--- src/rtl/disp_hole_fill_pkg.sv ---
// Shared encodings for the disparity post-processing blocks: LR-check flags,
// hole-fill FSM states and the fill-value rule.
package disp_hole_fill_pkg;

    localparam int unsigned MAX_RUN_DEFAULT = 64;

    localparam logic [1:0] FLAG_VALID = 2'b00;
    localparam logic [1:0] FLAG_OCCL  = 2'b10;
    localparam logic [1:0] FLAG_MISM  = 2'b01;

    // One bit per buffered hole: din[16] set means mismatch (01 and 11).
    localparam logic KIND_OCCL = 1'b0;
    localparam logic KIND_MISM = 1'b1;

    typedef enum logic [1:0] {
        ST_PASS  = 2'd0,
        ST_RUN   = 2'd1,
        ST_FLUSH = 2'd2
    } state_t;

    function automatic logic [7:0] hole_fill(
        input logic       kind,
        input logic [7:0] left_ref,
        input logic       left_ok,
        input logic [7:0] right_ref,
        input logic       right_ok
    );
        if (kind == KIND_MISM && left_ok && right_ok)
            return (left_ref < right_ref) ? left_ref : right_ref;
        if (left_ok)
            return left_ref;
        if (right_ok)
            return right_ref;
        return '0;
    endfunction

endpackage

--- src/rtl/disp_hole_fill_run_buf.sv ---
// Kind buffer for one run of invalid pixels: one bit per hole, written in
// arrival order and read back in the same order during the flush.
module hole_run_buf #(
    parameter int unsigned DEPTH = 64,
    parameter int unsigned CW    = 7
) (
    input  logic          clk,
    input  logic          rst,
    input  logic          i_clr,
    input  logic          i_wr,
    input  logic          i_wr_bit,
    input  logic          i_rd,
    output logic [CW-1:0] o_count,
    output logic [CW-1:0] o_rd_ptr,
    output logic          o_rd_bit
);
    localparam int unsigned AW = (DEPTH > 1) ? $clog2(DEPTH) : 1;

    logic [DEPTH-1:0] r_mem;
    logic [CW-1:0]    r_wr_ptr;
    logic [CW-1:0]    r_rd_ptr;

    always_ff @(posedge clk) begin
        if (i_wr)
            r_mem[r_wr_ptr[AW-1:0]] <= i_wr_bit;
    end

    always_ff @(posedge clk or negedge rst) begin
        if (!rst) begin
            r_wr_ptr <= '0;
            r_rd_ptr <= '0;
        end else if (i_clr) begin
            r_wr_ptr <= '0;
            r_rd_ptr <= '0;
        end else begin
            if (i_wr)
                r_wr_ptr <= r_wr_ptr + 1'b1;
            if (i_rd)
                r_rd_ptr <= r_rd_ptr + 1'b1;
        end
    end

    assign o_count  = r_wr_ptr;
    assign o_rd_ptr = r_rd_ptr;
    assign o_rd_bit = r_mem[r_rd_ptr[AW-1:0]];

endmodule

--- src/rtl/disp_hole_fill.sv ---
// Fills occluded/mismatched disparity runs from the valid neighbours on either
// side, stalling upstream while a buffered run is replayed.
module disp_hole_fill
    import disp_hole_fill_pkg::*;
#(
    parameter int unsigned MAX_RUN = MAX_RUN_DEFAULT,
    parameter int unsigned DWIDTH  = 16
) (
    input  logic              clk,
    input  logic              rst,
    input  logic              clken,
    input  logic              en,
    input  logic              valid_in,
    input  logic [DWIDTH+1:0] din,
    input  logic [8:0]        row_len,
    output logic              in_ready,
    output logic [DWIDTH-1:0] dout,
    output logic [1:0]        dout_flag,
    output logic              dout_valid,
    output logic [7:0]        ovf_cnt
);
    localparam int unsigned CW = $clog2(MAX_RUN + 1);

    state_t            r_state, w_state_nxt;
    logic [8:0]        r_col, r_row_len, w_len;
    logic [7:0]        r_left_ref, r_right_ref, w_fill;
    logic              r_left_ok, r_right_ok;
    logic [DWIDTH-1:0] r_close, r_dout, w_emit_word, w_fill_word;
    logic              r_has_close, r_wrap_pend;
    logic [1:0]        r_dout_flag, w_emit_flag;
    logic              r_dout_valid;
    logic [7:0]        r_ovf;
    logic [CW-1:0]     w_run_cnt, w_rd_ptr;
    logic              w_rd_bit, w_act, w_acc, w_pix_ok, w_last, w_run_full;
    logic              w_buf_wr, w_buf_rd, w_buf_clr;
    logic              w_pass_valid, w_close_in, w_force, w_flush_done, w_emit;

    hole_run_buf #(
        .DEPTH (MAX_RUN),
        .CW    (CW)
    ) u_run_buf (
        .clk      (clk),
        .rst      (rst),
        .i_clr    (w_buf_clr),
        .i_wr     (w_buf_wr),
        .i_wr_bit (din[DWIDTH]),
        .i_rd     (w_buf_rd),
        .o_count  (w_run_cnt),
        .o_rd_ptr (w_rd_ptr),
        .o_rd_bit (w_rd_bit)
    );

    assign in_ready    = (r_state != ST_FLUSH);
    assign w_act       = clken & en;
    assign w_acc       = w_act & valid_in & in_ready;
    assign w_pix_ok    = (din[DWIDTH+1:DWIDTH] == FLAG_VALID);
    // row_len is only honoured on the first pixel of a row
    assign w_len       = (r_col == '0) ? row_len : r_row_len;
    assign w_last      = (r_col == w_len - 9'd1);
    assign w_run_full  = (w_run_cnt == CW'(MAX_RUN - 1));
    assign w_fill      = hole_fill(w_rd_bit, r_left_ref, r_left_ok, r_right_ref, r_right_ok);
    assign w_fill_word = {w_fill, {(DWIDTH-8){1'b0}}};

    always_ff @(posedge clk or negedge rst) begin
        if (!rst)
            r_state <= ST_PASS;
        else
            r_state <= w_state_nxt;
    end

    always_comb begin
        w_state_nxt  = r_state;
        w_buf_wr     = 1'b0;
        w_buf_rd     = 1'b0;
        w_buf_clr    = 1'b0;
        w_pass_valid = 1'b0;
        w_close_in   = 1'b0;
        w_force      = 1'b0;
        w_flush_done = 1'b0;
        w_emit       = 1'b0;
        w_emit_word  = r_close;
        w_emit_flag  = FLAG_VALID;
        unique case (r_state)
            ST_PASS: begin
                if (w_acc && w_pix_ok) begin
                    w_pass_valid = 1'b1;
                    w_emit       = 1'b1;
                    w_emit_word  = din[DWIDTH-1:0];
                end else if (w_acc) begin
                    w_buf_wr = 1'b1;
                    if (w_last || w_run_full) begin
                        w_force     = 1'b1;
                        w_state_nxt = ST_FLUSH;
                    end else begin
                        w_state_nxt = ST_RUN;
                    end
                end
            end
            ST_RUN: begin
                if (w_acc && w_pix_ok) begin
                    w_close_in  = 1'b1;
                    w_state_nxt = ST_FLUSH;
                end else if (w_acc) begin
                    w_buf_wr = 1'b1;
                    if (w_last || w_run_full) begin
                        w_force     = 1'b1;
                        w_state_nxt = ST_FLUSH;
                    end
                end
            end
            ST_FLUSH: begin
                if (w_act) begin
                    w_emit = 1'b1;
                    if (w_rd_ptr != w_run_cnt) begin
                        w_buf_rd    = 1'b1;
                        w_emit_word = w_fill_word;
                        w_emit_flag = (w_rd_bit == KIND_MISM) ? FLAG_MISM : FLAG_OCCL;
                    end
                    // without a closing word the flush ends on the last fill
                    if ((w_rd_ptr == w_run_cnt) ||
                        (!r_has_close && (w_rd_ptr == w_run_cnt - 1'b1))) begin
                        w_flush_done = 1'b1;
                        w_buf_clr    = 1'b1;
                        w_state_nxt  = ST_PASS;
                    end
                end
            end
            default: w_state_nxt = ST_PASS;
        endcase
    end

    always_ff @(posedge clk or negedge rst) begin
        if (!rst) begin
            r_col        <= '0;
            r_row_len    <= '0;
            r_left_ref   <= '0;
            r_left_ok    <= 1'b0;
            r_right_ref  <= '0;
            r_right_ok   <= 1'b0;
            r_close      <= '0;
            r_has_close  <= 1'b0;
            r_wrap_pend  <= 1'b0;
            r_dout       <= '0;
            r_dout_flag  <= '0;
            r_dout_valid <= 1'b0;
            r_ovf        <= '0;
        end else begin
            r_dout_valid <= w_emit;
            if (w_emit) begin
                r_dout      <= w_emit_word;
                r_dout_flag <= w_emit_flag;
            end
            if (w_acc) begin
                if (r_col == '0)
                    r_row_len <= row_len;
                r_col <= w_last ? '0 : r_col + 9'd1;
            end
            if (w_pass_valid) begin
                r_left_ref <= din[DWIDTH-1 -: 8];
                r_left_ok  <= 1'b1;
                if (w_last) begin
                    r_left_ok  <= 1'b0;
                    r_right_ok <= 1'b0;
                end
            end
            if (w_close_in) begin
                r_close     <= din[DWIDTH-1:0];
                r_has_close <= 1'b1;
                r_right_ref <= din[DWIDTH-1 -: 8];
                r_right_ok  <= 1'b1;
                r_wrap_pend <= w_last;
            end
            if (w_force) begin
                r_has_close <= 1'b0;
                r_right_ok  <= 1'b0;
                r_wrap_pend <= w_last;
                if (w_run_full && r_ovf != 8'hFF)
                    r_ovf <= r_ovf + 8'd1;
            end
            if (w_flush_done) begin
                if (r_has_close) begin
                    r_left_ref <= r_close[DWIDTH-1 -: 8];
                    r_left_ok  <= 1'b1;
                end
                if (r_wrap_pend) begin
                    r_left_ok  <= 1'b0;
                    r_right_ok <= 1'b0;
                end
                r_has_close <= 1'b0;
                r_wrap_pend <= 1'b0;
            end
        end
    end

    assign dout       = r_dout;
    assign dout_flag  = r_dout_flag;
    assign dout_valid = r_dout_valid;
    assign ovf_cnt    = r_ovf;

endmodule

--- config.mk ---
export PLATFORM = sky130hd
export DESIGN_NAME = disp_hole_fill
export DESIGN_NICKNAME = d
export VERILOG_FILES = /design/src/rtl/disp_hole_fill_pkg.sv /design/src/rtl/disp_hole_fill_run_buf.sv /design/src/rtl/disp_hole_fill.sv
export SDC_FILE = /design/constraint.sdc
export NUM_CORES = 1
export LEC_CHECK = 0
export CAP_MARGIN = 10
export CORE_MARGIN = 10
export CORE_UTILIZATION = 45
export DETAILED_ROUTE_END_ITERATION = 10
export PLACE_DENSITY = 0.62
export SLEW_MARGIN = 25
export SYNTH_ARGS = -nofsm -noshare
export SYNTH_HDL_FRONTEND = slang
export SYNTH_SLANG_ARGS = --single-unit
--- constraint.sdc ---
create_clock -name clk -period 4.2 [get_ports clk]
set_input_delay 0.84 -clock clk [delete_from_list [all_inputs] [get_ports clk]]
set_output_delay 0.84 -clock clk [all_outputs]
set_load 0.1 [all_outputs]
# Word level (Yosys, flattened, before mapping)
# Index checks and enable logic that the tools add are counted.
# totals
elab_cells,142
ff_bits,161
inputBits,32
out_inout_bits,28
# op_classes
muxes,79
bitwise,3
n_reduce_logical,18
n_lt_le_gt_ge,4
eq_ne,15
add_sub_neg,6
# op_table
op,n
8-bit two-way mux,10
64-bit bitwise mux,1
16-bit two-way mux,3
1-bit two-way mux,42
16-bit case mux with 2 select lines,1
7-bit two-way mux,4
2-bit two-way mux,12
9-bit two-way mux,2
7-bit by 1-bit adder with 7-bit output (second input constant),2
7-bit equality test,2
6-bit by 7-bit < comparator with 1-bit output (second input constant),2
2-bit != test (second input constant),5
9-bit by 1-bit adder with 9-bit output (second input constant),1
9-bit equality test,1
9-bit zero test,1
9-bit by 1-bit subtractor with 9-bit output (second input constant),1
8-bit by 1-bit adder with 8-bit output (second input constant),1
8-bit < comparator,1
8-bit != test (second input constant),1
7-bit by 6-bit equality test with 1-bit output (second input constant),1
7-bit != test,1
7-bit by 1-bit subtractor with 7-bit output (second input constant),1
1-bit binary-select mux with 6-bit select,1
1-bit demux with 6-bit select,1
other kinds (16),27

# Logic depth before layout (Yosys ltp)
# Gate-level depths: netlist of the first run.
# depth
depth_word,14
ltp_mapped,17
mapped_depth_nobuf,14

# By module
# Synthesis of the first run repeated with hierarchy kept, for this count alone.
# unflattened
cells_unflattened,847
area_unflattened_um2,8363.0
# modules_own_cells
module,seq_area_each_um2,instances,area_each_um2,cells_each
disp_hole_fill,1876.8,1,4735.8,541
hole_run_buf,2272.2,1,3627.2,306

# Least setup slack after synthesis of the first run
# No wires, ideal clock.
# synth_path
path_type,reg2reg
start,reg r_col[0]
end,reg r_col[4]
required_time_ps,4079
synth_period_minus_slack_ps,3375
arrival_time_ps,3254
n_path_buf,3
setup_slack_ps,825
stages_incl_launch_ff,18
setup_time_ps,121
cell_sequence,dfrtp_1 -> inv_1 -> ha_1 -> nor4b_2 -> and2_4 -> buf_6 -> mux2i_4 -> ha_1 -> inv_1 -> or3_1 -> xnor2_1 -> nand2b_1 -> o311ai_0 -> and4_1 -> buf_6 -> buf_8 -> o21ai_1 -> a22o_1
# synth_between
elab_chain_len,5
elab_cells_between_ends,6
classes_between,add/sub (2); eq/ne (1); mux (2); reduce/logical (1)
# synth_lines
element,line,source
from (decl),disp_hole_fill.sv:25,"logic [8:0] r_col, r_row_len, w_len;"
from (signal assigned),disp_hole_fill.sv:156,r_col <= w_last ? '0 : r_col + 9'd1;
9-bit zero test,disp_hole_fill.sv:58,assign w_len = (r_col == '0) ? row_len : r_row_len;
9-bit two-way mux,--,
9-bit by 1-bit subtractor with 9-bit output,disp_hole_fill.sv:59,assign w_last = (r_col == w_len - 9'd1);
9-bit equality test,disp_hole_fill.sv:59,
9-bit two-way mux *,disp_hole_fill.sv:156,
# Every way passes the cells marked *; elsewhere a longest branch is shown, timed or not.
# A chain may end at the register's enable or synchronous reset.

# Worst setup path in the final report of the first run
# layout_path
start,reg r_col[0]
end,reg r_right_ok
# layout_between
elab_chain_len,12
elab_cells_between_ends,15
classes_between,add/sub (1); eq/ne (1); mux (11); reduce/logical (2)
# layout_lines
element,line,source
9-bit zero test,disp_hole_fill.sv:58,
9-bit two-way mux,--,
9-bit by 1-bit subtractor with 9-bit output,disp_hole_fill.sv:59,
9-bit equality test *,disp_hole_fill.sv:59,
1-bit logical OR,"disp_hole_fill.sv:91, disp_hole_fill.sv:105",
1-bit two-way mux,"disp_hole_fill.sv:91, disp_hole_fill.sv:105",
1-bit two-way mux,disp_hole_fill.sv:89,end else if (w_acc) begin
1-bit two-way mux,disp_hole_fill.sv:100,if (w_acc && w_pix_ok) begin
1-bit two-way mux,--,
1-bit two-way mux *,disp_hole_fill.sv:173,if (w_force) begin
1-bit two-way mux,disp_hole_fill.sv:185,if (r_wrap_pend) begin
1-bit two-way mux *,disp_hole_fill.sv:180,if (w_flush_done) begin
to (signal assigned),disp_hole_fill.sv:170,r_right_ok <= 1'b1;
to (signal assigned),disp_hole_fill.sv:175,r_right_ok <= 1'b0;
to (signal assigned),disp_hole_fill.sv:187,r_right_ok <= 1'b0;
to (decl),disp_hole_fill.sv:27,"logic r_left_ok, r_right_ok;"
# Marked as above.

==> impl_results.rst, run 1 <==
.. list-table::
   :header-rows: 1

   * - Metric
     - Value
   * - Clock tree from TritonCTS
     - done
   * - Final Wtd Congestion
     - 0.862
   * - Highest metal used
     - met4
   * - Run status
     - complete, no violations
   * - Leakage power
     - 0.00366 uW
   * - Max-slew violation total from the final report
     - 0
   * - Path depth of the worst reg2reg path
     - 15
   * - Via-per-instance ratio
     - 5.68
   * - Share of synthesized registers carrying an async set or reset
     - 58.2%
   * - Post-Syn Area per Cell
     - 10.3 um^2
   * - Clock-pin slew reported for the worst setup and hold paths after clock tree synthesis
     - 60 ps
   * - P per Cell Area
     - 684 nW/um^2
   * - Sum of net half-perimeters after detailed placement
     - 13200 um
   * - Worst setup path start
     - r_col[0]$_DFFE_PN0P_
   * - Share of total power consumed by net switching
     - 42.1%
   * - DP Area
     - 8740 um^2
   * - Count of warnings emitted by yosys
     - 0
   * - Number of cells produced by synthesis
     - 778
   * - Ranking of synthesized cells by area
     - sky130_fd_sc_hd__dfrtp_1 28%, sky130_fd_sc_hd__edfxtp_1 24%, sky130_fd_sc_hd__nor2_1 5.4%, sky130_fd_sc_hd__mux4_2 4.5%, sky130_fd_sc_hd__nand2_1 4.4%
   * - Number of storage elements in the synthesis netlist
     - 153
   * - Endpoints failing setup
     - 0
   * - Antenna diode instance count
     - 0
   * - Number of nets in the layout
     - 867
   * - EDFF count, synth
     - 64
   * - Share of layout cells above drive strength 1
     - 10.7%
   * - Number of DRC markers in iteration 0
     - 485
   * - Number of placed cells counting well taps
     - 1027
   * - Routed Antenna Nets
     - 0
   * - Die X-Extent
     - 154 um
   * - Pin count of the biggest net entering global routing
     - 64
   * - Critical path start-end classification
     - reg2reg
   * - Top-area cell type share of the netlist area
     - 27.7%
   * - Vias after detailed routing
     - 6014
   * - Number of antenna violations at the first check in global routing
     - 0
   * - Fin crit period
     - 3890 ps
   * - Final setup skew
     - 8.90 ps
   * - Latest clock arrival within the worst-skew pair
     - 430 ps
   * - Syn Std Cell Area
     - 8040 um^2
   * - Worst-path fanout max
     - 11
   * - Worst Max-Slew Pin Slew
     - 993 ps
   * - Worst setup EP type
     - flip-flop
   * - Global-route total usage across every layer
     - 16.9%
   * - CTS Hold Bufs
     - 0
   * - Post-synthesis cell type count
     - 66
   * - Worst slack, placed
     - 339 ps
   * - Initial core utilization
     - 46.1%
   * - Worst max-slew margin expressed relative to the limit
     - 33.6%
   * - Total overflow reported by the global router
     - 0
   * - Internal power component
     - 3700 uW
   * - Sequential share of power
     - 35.8%
   * - WL per Instance
     - 18.3 um
   * - Total of max-cap violations
     - 0
   * - Total number of placement rows
     - 48
   * - Final cell count without fillers
     - 1059
   * - Ports
     - 60
   * - Worst setup SP type
     - flip-flop
   * - Met3 routed WL
     - 899 um
   * - Utilization after layout
     - 53.6%
   * - Achievable Freq
     - 257 MHz
   * - Post-CTS sizing
     - 0
   * - Sw Pwr
     - 2690 uW
   * - Final instance area
     - 9340 um^2
   * - Critical path data arrival time
     - 4200 ps
   * - Gate power share
     - 40.2%
   * - Area added between synthesis and finish
     - 16.3%
   * - Post-detailed-route DRC marker count
     - 0
   * - Tcrit/Tclk final
     - 92.5%
   * - First drt pass iteration count
     - 5
   * - Root buffer cell
     - sky130_fd_sc_hd__clkbuf_16
   * - Number of sinks driven by the clock tree
     - 153
   * - Number of CTS-inserted buffers
     - 17
   * - Port bufs
     - 59
   * - RSZ-0062 raised after global routing
     - no
   * - Startpoint of the most critical register-to-register path
     - r_col[0]$_DFFE_PN0P_
   * - Number of global-route vias before repair
     - 6262
   * - Met2 wire length
     - 9670 um
   * - Largest vdd supply drop
     - 0.000376 V
   * - Area inside the core boundary
     - 17400 um^2
   * - Fillers
     - 1558
   * - Worst hold-check path type
     - in2async
   * - CTS max path bufs
     - 2
   * - Final number of hold-violating endpoints
     - 0
   * - Data required time at the worst endpoint
     - 4510 ps
   * - Die area
     - 23600 um^2
   * - Most common flop cell mapped by yosys
     - sky130_fd_sc_hd__dfrtp_1
   * - Cell type with the highest aggregate area in the netlist
     - sky130_fd_sc_hd__dfrtp_1
   * - Sequential share of the synthesized area
     - 51.6%
   * - Final WS setup
     - 315 ps
   * - H-tree levels
     - 4
   * - Syn_nets
     - 824
   * - Number of buffers inserted to repair setup after CTS
     - 0
   * - Routed wire length
     - 19400 um
   * - First-pass GRT wire length
     - 33000 um
   * - Aggregate negative setup slack
     - 0 ps
   * - Clk network pwr share
     - 24.1%
   * - Metal1 wirelength
     - 8610 um
   * - Vertical extent of the die
     - 154 um
## through the flow
stage | total power, uW | hold WS (ps)
floorplan | 4220 | 445
global placement | 4800 | 459
detailed placement | 4860 | 465
CTS | 6420 | 482
global route | 6780 | 515
finish | 6390 | 480
## metal layers
layer  global-route usage [%]  up-vias
li1                         -     2860
met1                     21.4     2989
met2                     28.5      149
met3                     3.35       16
met4                     5.04        0
met5                        0        -
## path summary, 6_finish.rpt
kind,to,slack (ps)
max in group asynchronous,dout[2]$_DFFE_PN0P_,2810
min reg2reg,r_close[6]$_DFFE_PN0P_,480
min in group clk,r_close[6]$_DFFE_PN0P_,480
min,r_row_len[3]$_DFFE_PN0P_,480
max,r_right_ok$_DFF_PN0_,310
max reg2reg,r_right_ok$_DFF_PN0_,310
## layout make-up
class | count | area (um^2) | area share [%]
sequential | 153 | 4150 | 44.4
multi-input combinational | 556 | 3560 | 38.1
timing repair buffer | 70 | 666 | 7.13
clock buffer | 19 | 464 | 4.97
tap | 225 | 282 | 3.01
clock inverter | 13 | 131 | 1.41
inverter | 23 | 86.3 | 0.924
## cell usage in the layout (no fill, tap or decap), types with 3 or more instances in the layout
master / Yosys / layout
sky130_fd_sc_hd__nand2_1: 94 / 94
sky130_fd_sc_hd__clkdlybuf4s50_1: 0 / 57
sky130_fd_sc_hd__a21oi_1: 26 / 26
sky130_fd_sc_hd__nand4_1: 11 / 11
sky130_fd_sc_hd__o221ai_1: 3 / 3
sky130_fd_sc_hd__inv_1: 23 / 23
sky130_fd_sc_hd__o21ai_0: 37 / 37
sky130_fd_sc_hd__nor4_1: 5 / 4
sky130_fd_sc_hd__inv_8: 0 / 3
sky130_fd_sc_hd__clkinv_4: 0 / 3
sky130_fd_sc_hd__o21ai_1: 9 / 9
sky130_fd_sc_hd__a31o_2: 5 / 5
sky130_fd_sc_hd__nor2b_1: 6 / 6
sky130_fd_sc_hd__a22o_1: 6 / 6
sky130_fd_sc_hd__a21o_1: 5 / 5
sky130_fd_sc_hd__nor3_1: 8 / 8
sky130_fd_sc_hd__nand3_1: 38 / 38
sky130_fd_sc_hd__a31oi_1: 12 / 12
sky130_fd_sc_hd__mux2i_1: 17 / 17
sky130_fd_sc_hd__nand3b_1: 4 / 4
sky130_fd_sc_hd__buf_4: 5 / 12
sky130_fd_sc_hd__ha_1: 14 / 14
sky130_fd_sc_hd__nand2b_1: 8 / 8
sky130_fd_sc_hd__xor2_1: 15 / 15
sky130_fd_sc_hd__mux4_2: 16 / 16
sky130_fd_sc_hd__o31ai_1: 3 / 3
sky130_fd_sc_hd__or3_1: 4 / 4
sky130_fd_sc_hd__mux2_2: 9 / 9
sky130_fd_sc_hd__a221oi_1: 11 / 11
sky130_fd_sc_hd__dfrtp_1: 89 / 89
sky130_fd_sc_hd__and3_1: 10 / 10
sky130_fd_sc_hd__edfxtp_1: 64 / 64
sky130_fd_sc_hd__or2_2: 3 / 3
sky130_fd_sc_hd__xnor2_1: 26 / 26
sky130_fd_sc_hd__nor2_1: 115 / 115
sky130_fd_sc_hd__clkbuf_16: 0 / 18
## critical path, cell delays in order, from the launching register on
cell and delay, ps:
sky130_fd_sc_hd__dfrtp_1 390, sky130_fd_sc_hd__inv_1 130, sky130_fd_sc_hd__ha_1 150, sky130_fd_sc_hd__nor4b_2 230
sky130_fd_sc_hd__and2_4 310, sky130_fd_sc_hd__mux2i_4 290, sky130_fd_sc_hd__ha_1 230, sky130_fd_sc_hd__inv_1 90
sky130_fd_sc_hd__or3_1 400, sky130_fd_sc_hd__xnor2_1 150, sky130_fd_sc_hd__nand2b_1 140, sky130_fd_sc_hd__o311ai_0 310
sky130_fd_sc_hd__and4_1 370, sky130_fd_sc_hd__buf_4 220, sky130_fd_sc_hd__nor2_1 80, sky130_fd_sc_hd__o221a_2 290
## cell families after synthesis
kind of cell | synth area share, %
and+or+nand+nor | 18.5
xor gates and xnor gates | 4.47
buffers and inverters | 4.17
AOI/OAI and AO/OA | 10.9
adders and majority gates | 2.18
DFF | 51.6
muxes | 8.14
## cell usage after synthesis (5+ instances only)
| library cell | count |
|---|---|
| sky130_fd_sc_hd__a21o_1 | 5 |
| sky130_fd_sc_hd__a21oi_1 | 26 |
| sky130_fd_sc_hd__a221oi_1 | 11 |
| sky130_fd_sc_hd__a22o_1 | 6 |
| sky130_fd_sc_hd__a31o_2 | 5 |
| sky130_fd_sc_hd__a31oi_1 | 12 |
| sky130_fd_sc_hd__and3_1 | 10 |
| sky130_fd_sc_hd__buf_2 | 10 |
| sky130_fd_sc_hd__buf_4 | 5 |
| sky130_fd_sc_hd__clkbuf_1 | 25 |
| sky130_fd_sc_hd__dfrtp_1 | 89 |
| sky130_fd_sc_hd__edfxtp_1 | 64 |
| sky130_fd_sc_hd__ha_1 | 14 |
| sky130_fd_sc_hd__inv_1 | 23 |
| sky130_fd_sc_hd__mux2_2 | 9 |
| sky130_fd_sc_hd__mux2i_1 | 17 |
| sky130_fd_sc_hd__mux4_2 | 16 |
| sky130_fd_sc_hd__nand2_1 | 94 |
| sky130_fd_sc_hd__nand2b_1 | 8 |
| sky130_fd_sc_hd__nand3_1 | 38 |
| sky130_fd_sc_hd__nand4_1 | 11 |
| sky130_fd_sc_hd__nor2_1 | 115 |
| sky130_fd_sc_hd__nor2b_1 | 6 |
| sky130_fd_sc_hd__nor3_1 | 8 |
| sky130_fd_sc_hd__nor4_1 | 5 |
| sky130_fd_sc_hd__o21ai_0 | 37 |
| sky130_fd_sc_hd__o21ai_1 | 9 |
| sky130_fd_sc_hd__xnor2_1 | 26 |
| sky130_fd_sc_hd__xor2_1 | 15 |
## power groups by stage
stage | registers [uW] | logic, uW | clock network, uW
finish | 2290 | 2570 | 1540
global route | 2350 | 2800 | 1630
global placement | 2300 | 2510 | 0
detailed placement | 2310 | 2550 | 0
floorplan | 2700 | 1510 | 0
CTS | 2280 | 2570 | 1570
## sequential cells by signal (all words and copies together) (netlist names), 8 cells and up
name and cells:
r_left_ref 8, ovf_cnt 8, dout 16, r_right_ref 8, u_run_buf.r_mem 64, r_col 9, r_close 8, r_row_len 9
Power figures use the tool's default switching activity.
==> run 2, diff against run 1 <==
==> constraint.sdc (replaced) <==
create_clock -name clk -period 3.9 [get_ports clk]
set_input_delay 0.78 -clock clk [delete_from_list [all_inputs] [get_ports clk]]
set_output_delay 0.78 -clock clk [all_outputs]
set_load 0.1 [all_outputs]
==> impl_results.rst, run 2 (synthesis gave the netlist of run 1 again) <==
.. list-table::
   :header-rows: 1

   * - Metric
     - Value
   * - Run status
     - complete, no violations
   * - Vias after detailed routing
     - 6044
   * - Number of CTS-inserted buffers
     - 17
   * - Total of max-cap violations
     - 0
   * - Most common cell after layout, fill and taps aside
     - sky130_fd_sc_hd__nor2_1
   * - Area added between synthesis and finish
     - 16.8%
   * - Worst R2R Setup Slack
     - 280 ps
   * - Initial core utilization
     - 46.1%
   * - Path depth of the worst reg2reg path
     - 15
   * - Max-slew violation total from the final report
     - 0
   * - Number of antenna violations at the first check in global routing
     - 0
   * - Final number of hold-violating endpoints
     - 0
   * - First-pass GRT wire length
     - 32200 um
   * - Worst setup path start
     - r_col[0]$_DFFE_PN0P_
   * - Critical path start-end classification
     - reg2reg
   * - Antenna diode instance count
     - 0
   * - Root buffer cell
     - sky130_fd_sc_hd__clkbuf_16
   * - End of the critical path
     - r_col[0]$_DFFE_PN0P_
   * - Flip-flop and latch area
     - 4150 um^2
   * - First drt pass iteration count
     - 5
   * - Clock-pin slew reported for the worst setup and hold paths after clock tree synthesis
     - 60 ps
   * - Endpoints failing setup
     - 0
   * - Worst hold-check path type
     - in2async
   * - P per Cell Area
     - 726 nW/um^2
   * - Fin Hold WS
     - 333 ps
   * - Max reg flops
     - 64
   * - Tcrit/Tclk final
     - 92.9%
   * - Routed wire length
     - 19500 um
   * - Leakage power
     - 0.00369 uW
   * - Total overflow reported by the global router
     - 0
   * - Clock tree from TritonCTS
     - done
   * - H-tree levels
     - 4
   * - Largest vdd supply drop
     - 0.000470 V
   * - Die area
     - 23600 um^2
   * - Die X-Extent
     - 154 um
   * - Worst max-slew margin expressed relative to the limit
     - 33.7%
   * - Reg2Reg Capture Point
     - r_col[0]$_DFFE_PN0P_
   * - Final setup skew
     - 9.64 ps
   * - Number of nets in the layout
     - 878
   * - Number of DRC markers in iteration 0
     - 298
   * - Port bufs
     - 59
   * - Latest clock arrival within the worst-skew pair
     - 420 ps
   * - Ports
     - 60
   * - Worst Max-Slew Pin Slew
     - 991 ps
   * - Footprint of the multi-input gates
     - 3570 um^2
   * - Sum of net half-perimeters after detailed placement
     - 13500 um
   * - PnR Total Power
     - 6810 uW
   * - CTS max path bufs
     - 2
   * - Post-detailed-route DRC marker count
     - 0
   * - Number of sinks driven by the clock tree
     - 153
   * - Via-per-instance ratio
     - 5.65
   * - Data required time at the worst endpoint
     - 4200 ps
   * - Critical path data arrival time
     - 3930 ps
   * - Achievable Freq
     - 276 MHz
   * - Leading cell types in the layout, fill and taps excluded
     - 115 x sky130_fd_sc_hd__nor2_1, 94 x sky130_fd_sc_hd__nand2_1, 89 x sky130_fd_sc_hd__dfrtp_1
   * - Worst setup SP type
     - flip-flop
   * - Total number of placement rows
     - 48
   * - Utilization after layout
     - 53.9%
   * - Routed Antenna Nets
     - 0
   * - Worst-path fanout max
     - 15
   * - Global-route total usage across every layer
     - 16.6%
   * - Number of global-route vias before repair
     - 6175
   * - Fillers
     - 1533
   * - WL per Instance
     - 18.2 um
   * - Fin crit period
     - 3620 ps
   * - Startpoint of the most critical register-to-register path
     - r_col[0]$_DFFE_PN0P_
   * - Share of layout cells above drive strength 1
     - 11.6%
   * - Pin count of the biggest net entering global routing
     - 60
   * - Area inside the core boundary
     - 17400 um^2
   * - Worst setup EP type
     - flip-flop
   * - Final Wtd Congestion
     - 0.875
   * - Vertical extent of the die
     - 154 um
run 2: changes by cell type in the layout (fill, tap and decap cells not counted), sizes merged:
cell      delta
buf         +11
clkinvlp     +2
clkinv       -1
inv          -1
run 2: routing by layer:
metal / share of wire (%) / track usage (%) / routed length (um) / vias up
met2: 51 / 28.1 / 9990 / 163
met5: 0 / 0 / 0 / -
met3: 5.2 / 3.85 / 1020 / 16
li1: - / - / - / 2881
met4: 0.99 / 4.36 / 193 / 0
met1: 42 / 20.8 / 8260 / 2984
run 2: where the power goes:
part	leakage, uW	switching (uW)	internal, uW
registers	0.00171	434	1990
clock network	0.000256	673	882
logic	0.00172	1740	1090
total	0.00369	2850	3960
run 2: final cells by class:
cell class,instances,area share [%]
clock inverters,13,1.28
inverters,23,0.920
flip-flops and latches,153,44.2
repair buffers,81,7.97
multi-input cells,556,38.0
well taps,225,3.00
clock buffers,19,4.61
run 2: worst min-delay path by stage:
stage | end | startpoint | slack, ps | cells past startpoint
finish | r_row_len[4]$_DFFE_PN0P_ | rst | 330 | 1
global route | r_row_len[4]$_DFFE_PN0P_ | rst | 360 | 1
CTS | r_row_len[4]$_DFFE_PN0P_ | rst | 350 | 1
detailed placement | r_close[6]$_DFFE_PN0P_ | r_close[6]$_DFFE_PN0P_ | 470 | 2
global placement | r_close[6]$_DFFE_PN0P_ | r_close[6]$_DFFE_PN0P_ | 460 | 2
floorplan | r_close[0]$_DFFE_PN0P_ | r_close[0]$_DFFE_PN0P_ | 450 | 2
run 2: metrics by stage:
stage | setup TNS (ps) | instances | worst slack (ps) | instance area [um^2]
6_report | 0 | 1070 | 275 | 9390
5_1_grt | -11.3 | 1070 | -11.3 | 9390
4_1_cts | 0 | 1065 | 161 | 9340
3_5_place_dp | 0 | 1033 | 176 | 8780
3_3_place_gp | 0 | 1033 | 281 | 8780
2_1_floorplan | 0 | 778 | 525 | 8040
run 2: what timing repair did:
item | 4_1_cts | 5_1_grt
hold buffers | 0 | 0
buffers inserted | 0 | 5
endpoints found under the setup margin | 0 | 8
resized for setup | 0 | 2
run 2: critical path: stages (launching register included):
cell and delay, ps:
sky130_fd_sc_hd__dfrtp_1 390, sky130_fd_sc_hd__inv_1 130, sky130_fd_sc_hd__ha_1 180, sky130_fd_sc_hd__nor4b_4 200, sky130_fd_sc_hd__and2_4 250, sky130_fd_sc_hd__mux2i_4 280, sky130_fd_sc_hd__ha_2 230, sky130_fd_sc_hd__inv_1 70
sky130_fd_sc_hd__or3_1 380, sky130_fd_sc_hd__xnor2_1 150, sky130_fd_sc_hd__nand2b_1 140, sky130_fd_sc_hd__o311ai_0 270, sky130_fd_sc_hd__and4_1 230, sky130_fd_sc_hd__buf_4 200, sky130_fd_sc_hd__nor2_1 120, sky130_fd_sc_hd__mux2_2 290
